[src/rtl/bf_tape_mem.sv]
// Byte-wide tape memory with configurable read latency and write occupancy, plus a sequential clear.
// Define BF_TAPE_MEM_CHECK_EN to build the sticky protocol-violation checker behind proto_err.
module bf_tape_mem #(
    parameter int logsize = 7,
    parameter int rd_lat  = 2,
    parameter int wr_lat  = 1
) (
    input  logic               clk,
    input  logic               rst,
    input  logic               mem_init,
    input  logic [logsize-1:0] mem_addr,
    input  logic [7:0]         mem_wdata,
    input  logic               mem_wselect,
    input  logic               mem_doit,
    output logic               mem_busy,
    output logic               mem_rvalid,
    output logic [7:0]         mem_rdata,
    output logic               proto_err
);

    localparam logic [1:0] IDLE  = 2'd0;
    localparam logic [1:0] READ  = 2'd1;
    localparam logic [1:0] WRITE = 2'd2;
    localparam logic [1:0] CLEAR = 2'd3;

    localparam int         DEPTH  = 1 << logsize;
    localparam logic [3:0] RD_CNT = 4'(rd_lat - 1);
    localparam logic [3:0] WR_CNT = 4'(wr_lat - 1);

    logic [1:0]         state;
    logic [3:0]         lat_cnt;
    logic [logsize-1:0] addr_q;
    logic [7:0]         wdata_q;
    logic [logsize-1:0] clr_cnt;

    logic [7:0]         mem [DEPTH];

    logic               mem_we;
    logic [logsize-1:0] mem_waddr;
    logic [7:0]         mem_wval;

    // Single write port shared by the clear sweep and the pending write; init aborts the write.
    always_comb begin
        mem_we    = 1'b0;
        mem_waddr = addr_q;
        mem_wval  = wdata_q;
        if (state == CLEAR) begin
            mem_we    = 1'b1;
            mem_waddr = clr_cnt;
            mem_wval  = 8'h00;
        end else if (state == WRITE && lat_cnt == 4'd0 && !mem_init) begin
            mem_we = 1'b1;
        end
    end

    // NOTE: the array has no reset; the initiator clears it with mem_init before use.
    always_ff @(posedge clk) begin
        if (mem_we) begin
            mem[mem_waddr] <= mem_wval;
        end
    end

    always_ff @(posedge clk or negedge rst) begin
        if (!rst) begin
            state      <= IDLE;
            lat_cnt    <= 4'd0;
            addr_q     <= '0;
            wdata_q    <= 8'h00;
            clr_cnt    <= '0;
            mem_busy   <= 1'b0;
            mem_rvalid <= 1'b0;
            mem_rdata  <= 8'h00;
        end else begin
            mem_rvalid <= 1'b0;
            if (mem_init) begin
                state    <= CLEAR;
                clr_cnt  <= '0;
                mem_busy <= 1'b1;
            end else begin
                case (state)
                    IDLE: begin
                        if (mem_doit) begin
                            addr_q   <= mem_addr;
                            wdata_q  <= mem_wdata;
                            mem_busy <= 1'b1;
                            if (mem_wselect) begin
                                state   <= WRITE;
                                lat_cnt <= WR_CNT;
                            end else begin
                                state   <= READ;
                                lat_cnt <= RD_CNT;
                                if (rd_lat == 1) begin
                                    mem_rvalid <= 1'b1;
                                    mem_rdata  <= mem[mem_addr];
                                end
                            end
                        end
                    end
                    READ: begin
                        // rvalid is raised one edge before the counter expires so it lands in the last busy cycle.
                        if (lat_cnt == 4'd0) begin
                            state    <= IDLE;
                            mem_busy <= 1'b0;
                        end else begin
                            lat_cnt <= lat_cnt - 4'd1;
                            if (lat_cnt == 4'd1) begin
                                mem_rvalid <= 1'b1;
                                mem_rdata  <= mem[addr_q];
                            end
                        end
                    end
                    WRITE: begin
                        if (lat_cnt == 4'd0) begin
                            state    <= IDLE;
                            mem_busy <= 1'b0;
                        end else begin
                            lat_cnt <= lat_cnt - 4'd1;
                        end
                    end
                    CLEAR: begin
                        clr_cnt <= clr_cnt + 1'b1;
                        if (clr_cnt == '1) begin
                            state    <= IDLE;
                            mem_busy <= 1'b0;
                        end
                    end
                endcase
            end
        end
    end

`ifdef BF_TAPE_MEM_CHECK_EN
    always_ff @(posedge clk or negedge rst) begin
        if (!rst) begin
            proto_err <= 1'b0;
        end else if (mem_doit && (mem_busy || mem_init)) begin
            proto_err <= 1'b1;
        end
    end
`else
    assign proto_err = 1'b0;
`endif

endmodule
[config.mk]
export PLATFORM = sky130hd
export DESIGN_NAME = bf_tape_mem
export DESIGN_NICKNAME = d
export VERILOG_FILES = /design/src/rtl/bf_tape_mem.sv
export SDC_FILE = /design/constraint.sdc
export NUM_CORES = 1
export LEC_CHECK = 0
export CORE_MARGIN = 1.5
export CORE_UTILIZATION = 45
export DETAILED_ROUTE_END_ITERATION = 8
export GPL_TIMING_DRIVEN = 0
export REMOVE_ABC_BUFFERS = 1
export SYNTH_ARGS = -nofsm -noshare
export SYNTH_HDL_FRONTEND = slang
export SYNTH_SLANG_ARGS = --single-unit
[constraint.sdc]
create_clock -name clk -period 8.2 [get_ports clk]
set_input_delay 0.82 -clock clk [delete_from_list [all_inputs] [get_ports clk]]
set_output_delay 0.82 -clock clk [all_outputs]
set_load 0.005 [all_outputs]
==> key figures <==
Global routing
  – Met1 track utilization from global routing: 30.1%
  – Met3 GRT Util: 3.48%
  – Global-route layer with the greatest usage: met2
  – Met2 usage in global routing: 33.2%
  – Total congestion overflow after global routing: 0
  – Via count of the first global-routing pass: 22000
  – Global-route wire length before repair: 149 mm
  – Initial antenna violation count: 0
  – Global-route total usage across every layer: 20.9%
  – Pin count of the biggest net entering global routing: 61

Floorplan
  – Row Count: 112
  – Std-Cell Core Area: 93600 µm²
  – Effective utilization at floorplan: 45.5%
  – Die W: 311 µm
  – I/O pin total: 31
  – Floorplan die area: 96600 µm²
  – DIE HEIGHT: 311 µm

Power and ir drop
  – Power after layout: 16500 µW
  – Worst vdd ir: 0.000253 V
  – Cell leakage power: 0.0152 µW
  – Cell Pwr Density: 344 nW/µm²

Timing
  – Final hold vios: 0
  – Worst slew pin tran: 1.51 ns
  – Final period demand of the worst path: 5.01 ns
  – Fin Hold WS: 0.0564 ns
  – Max-slew headroom: -0.734%
  – Final worst-path cycle share: 61.1%
  – Worst-case setup margin in the final layout: 3.19 ns
  – Clock tree skew after final layout: 0.0306 ns
  – Maximum frequency from static timing analysis: 0.199 GHz
  – Max-slew violation total from the final report: 17
  – Unrepaired setup endpoints after global routing: no
  – Final setup violation count: 0

Logic synthesis
  – Number of warnings printed during yosys synthesis: 0
  – Seq/Total Area, Yosys: 74.4%
  – FFs w/ async S/R, synth: 3.58%
  – Cell taking the most area after synthesis: edfxtp_1
  – Post-synthesis cell area: 42600 µm²
  – Most used DFF post-synth: edfxtp_1
  – Post-synth EDFFs: 1024
  – Largest cells by area after synthesis: edfxtp_1 72%, mux4_2 6.0%, mux2i_1 5.7%
  – Average size of a mapped cell: 18.7 µm²
  – Number of instances in the synthesized netlist: 2275
  – Distinct cells, synth: 63
  – Share of the synthesized area in the top cell type: 72.1%
  – Total of flip-flops plus latches after synthesis: 1062

Finish
  – Non-Filler Cell Area, Final: 47900 µm²
  – Fraction of final layout cells with drive strength greater than 1: 14.9%
  – Fill cell instance count of the final layout: 7568
  – Diode count: 0
  – Non-filler cells, final: 3668
  – Layout overhead on the synthesized area: 12.3%
  – Nets: 2350

Critical path
  – Ordered list of cells on the worst path: buf_12 -> buf_16 -> buf_16 -> nand2_4 -> buf_12 -> o21ai_0 -> nand2_1 -> nor2_1
  – Critical Path Start Type: flop
  – Standard cell with the maximum stage delay on the critical path: nor2_1
  – Cell family with most CP delay: simple AND/OR/NAND/NOR gates
  – Worst Reg-to-Reg Cells: 8
  – WS Path Type: flop to flop
  – Worst reg2reg endpoint: mem[127][2]
  – Arr. time, crit path: 5.31 ns
  – Biggest fanout along the worst timing path: 44
  – Crit-path max cell delay: 1.07 ns
  – Worst r2r src: addr_q[1]
  – Nature of the critical path endpoint: flop
  – Critical path data required time: 8.50 ns
  – CP Buf/Inv Count: 4
  – Worst reg-to-reg setup slack: 3.19 ns

Clock network
  – Post-CTS sizing: 0
  – Number of levels in the clock H-tree: 3
  – Clock transition at the register clock pins on the worst setup and hold paths after CTS: 0.06 ns
  – CTS Buf Count: 108
  – Clock sinks: 1062
  – CTS tree: done
  – Post-CTS Setup Inserts: 0
  – Number of buffers on the longest clock path: 3
  – Source-to-sink clock delay at the later pin of the worst-skew pair: 0.69 ns
  – Clock tree root driver cell: clkbuf_16
  – Hold-fix buffers, CTS: 0

Placement
  – RePlAce Congestion: 0.836
  – DP Area: 44500 µm²
  – Setup slack after placement: 2.90 ns
  – PortBufs: 29
  – Placed instance count: 3465
  – Half-perimeter wire length after detailed placement: 63.1 mm

Detailed routing
  – Wire length after detailed routing: 102 mm
  – Antenna Nets Post-Route: 0
  – DRC violation total after the first TritonRoute iteration: 2141
  – Drc violations: 0
  – Via count of the routed design: 21900
  – Per-cell routed wire length: 27.7 µm
  – Detail-routed via count per cell: 5.97
  – Pre-Repair DR Iteration Count: 5

Min path
  – Worst min-delay path category: primary input to async pin

Outcome
  – Failing checks: capacitance limit, slew limit
  – Status: finished, violations left

Flow run
  – Max-capacitance violation count: 1
==> cells in the mapped netlist (22+ instances only) <==
cell type and n:
mux2_2 22, mux2i_1 242, edfxtp_1 1024, o22ai_1 61, mux4_1 27, mux4_2 113
dfrtp_1 38, nor2_1 156, nand2_1 88, a21oi_1 55, o21ai_0 25, buf_2 32
o221ai_1 65, clkbuf_1 44
==> final cells by class <==
class	instances	area, µm²	share of cell area (%)
sequential	1062	31700	66.2
multi-input combinational	1062	9820	20.5
clock buffer	145	2910	6.07
tap	1254	1570	3.28
timing repair buffer	73	1320	2.75
clock inverter	57	485	1.01
inverter	15	58.8	0.123
==> sequential cells by signal, summed over array words and instances (netlist names) <==
| signal | count |
|---|---|
| wdata_q | 8 |
| mem | 1024 |
| mem_rvalid | 1 |
| clr_cnt | 7 |
| lat_cnt | 4 |
| addr_q | 7 |
| state | 2 |
| mem_rdata | 8 |
| mem_busy | 1 |
==> placed cells by master, fill, tap and decap left out, types with 26 or more instances in the layout <==
cell | synthesis | routed
o22ai_1 | 61 | 61
clkinv_1 | 2 | 26
nor2_1 | 156 | 156
clkbuf_16 | 0 | 111
dfrtp_1 | 38 | 33
edfxtp_1 | 1024 | 1024
mux2i_1 | 242 | 242
nand2_1 | 88 | 86
a21oi_1 | 55 | 55
mux4_1 | 27 | 27
clkbuf_1 | 44 | 34
mux4_2 | 113 | 113
o221ai_1 | 65 | 65
clkdlybuf4s50_1 | 0 | 28
==> per-layer routing <==
layer,wire (µm),part of all wire (%)
met4,2550,2.5
met3,7220,7.1
met2,48300,48
met5,0,0
met1,43500,43
==> cell families (layout without fill, tap and decap cells) <==
group / after synthesis / count (layout) / synth area share, %
adders and majority gates: 8 / 8 / 0.235
and+or+nand+nor: 343 / 343 / 3.58
DFF: 1062 / 1062 / 74.4
other: 1 / 1 / 0.00880
muxes: 404 / 404 / 13.9
AOI/OAI and AO/OA: 301 / 301 / 5.01
xor gates and xnor gates: 5 / 5 / 0.103
buffers and inverters: 151 / 290 / 2.82
==> power breakdown <==
part	internal [µW]	switching [µW]	total, µW
sequential	6610	283	6900
clock	2730	2010	4730
combinational	1780	3060	4840
total	11100	5350	16500
==> worst max path at each step <==
stage                          from           end  cells after the start
after global routing      addr_q[1]   mem[103][4]                      8
after CTS                 addr_q[1]    mem[33][4]                      7
after floorplan           addr_q[0]  mem_rdata[1]                      6
after detailed placement  addr_q[1]    mem[33][4]                      7
final                     addr_q[1]   mem[127][2]                      8
after global placement    addr_q[0]  mem_rdata[3]                      6
==> through the flow <==
stage / utilization, % / TNS [ns]
floorplan: - / -5638.11
global placement: 46.3 / -
detailed placement: 47.5 / 0
CTS: 51.1 / 0
global route: 51.1 / 0
finish: 51.1 / 0
(Power assumes the default switching activity.)
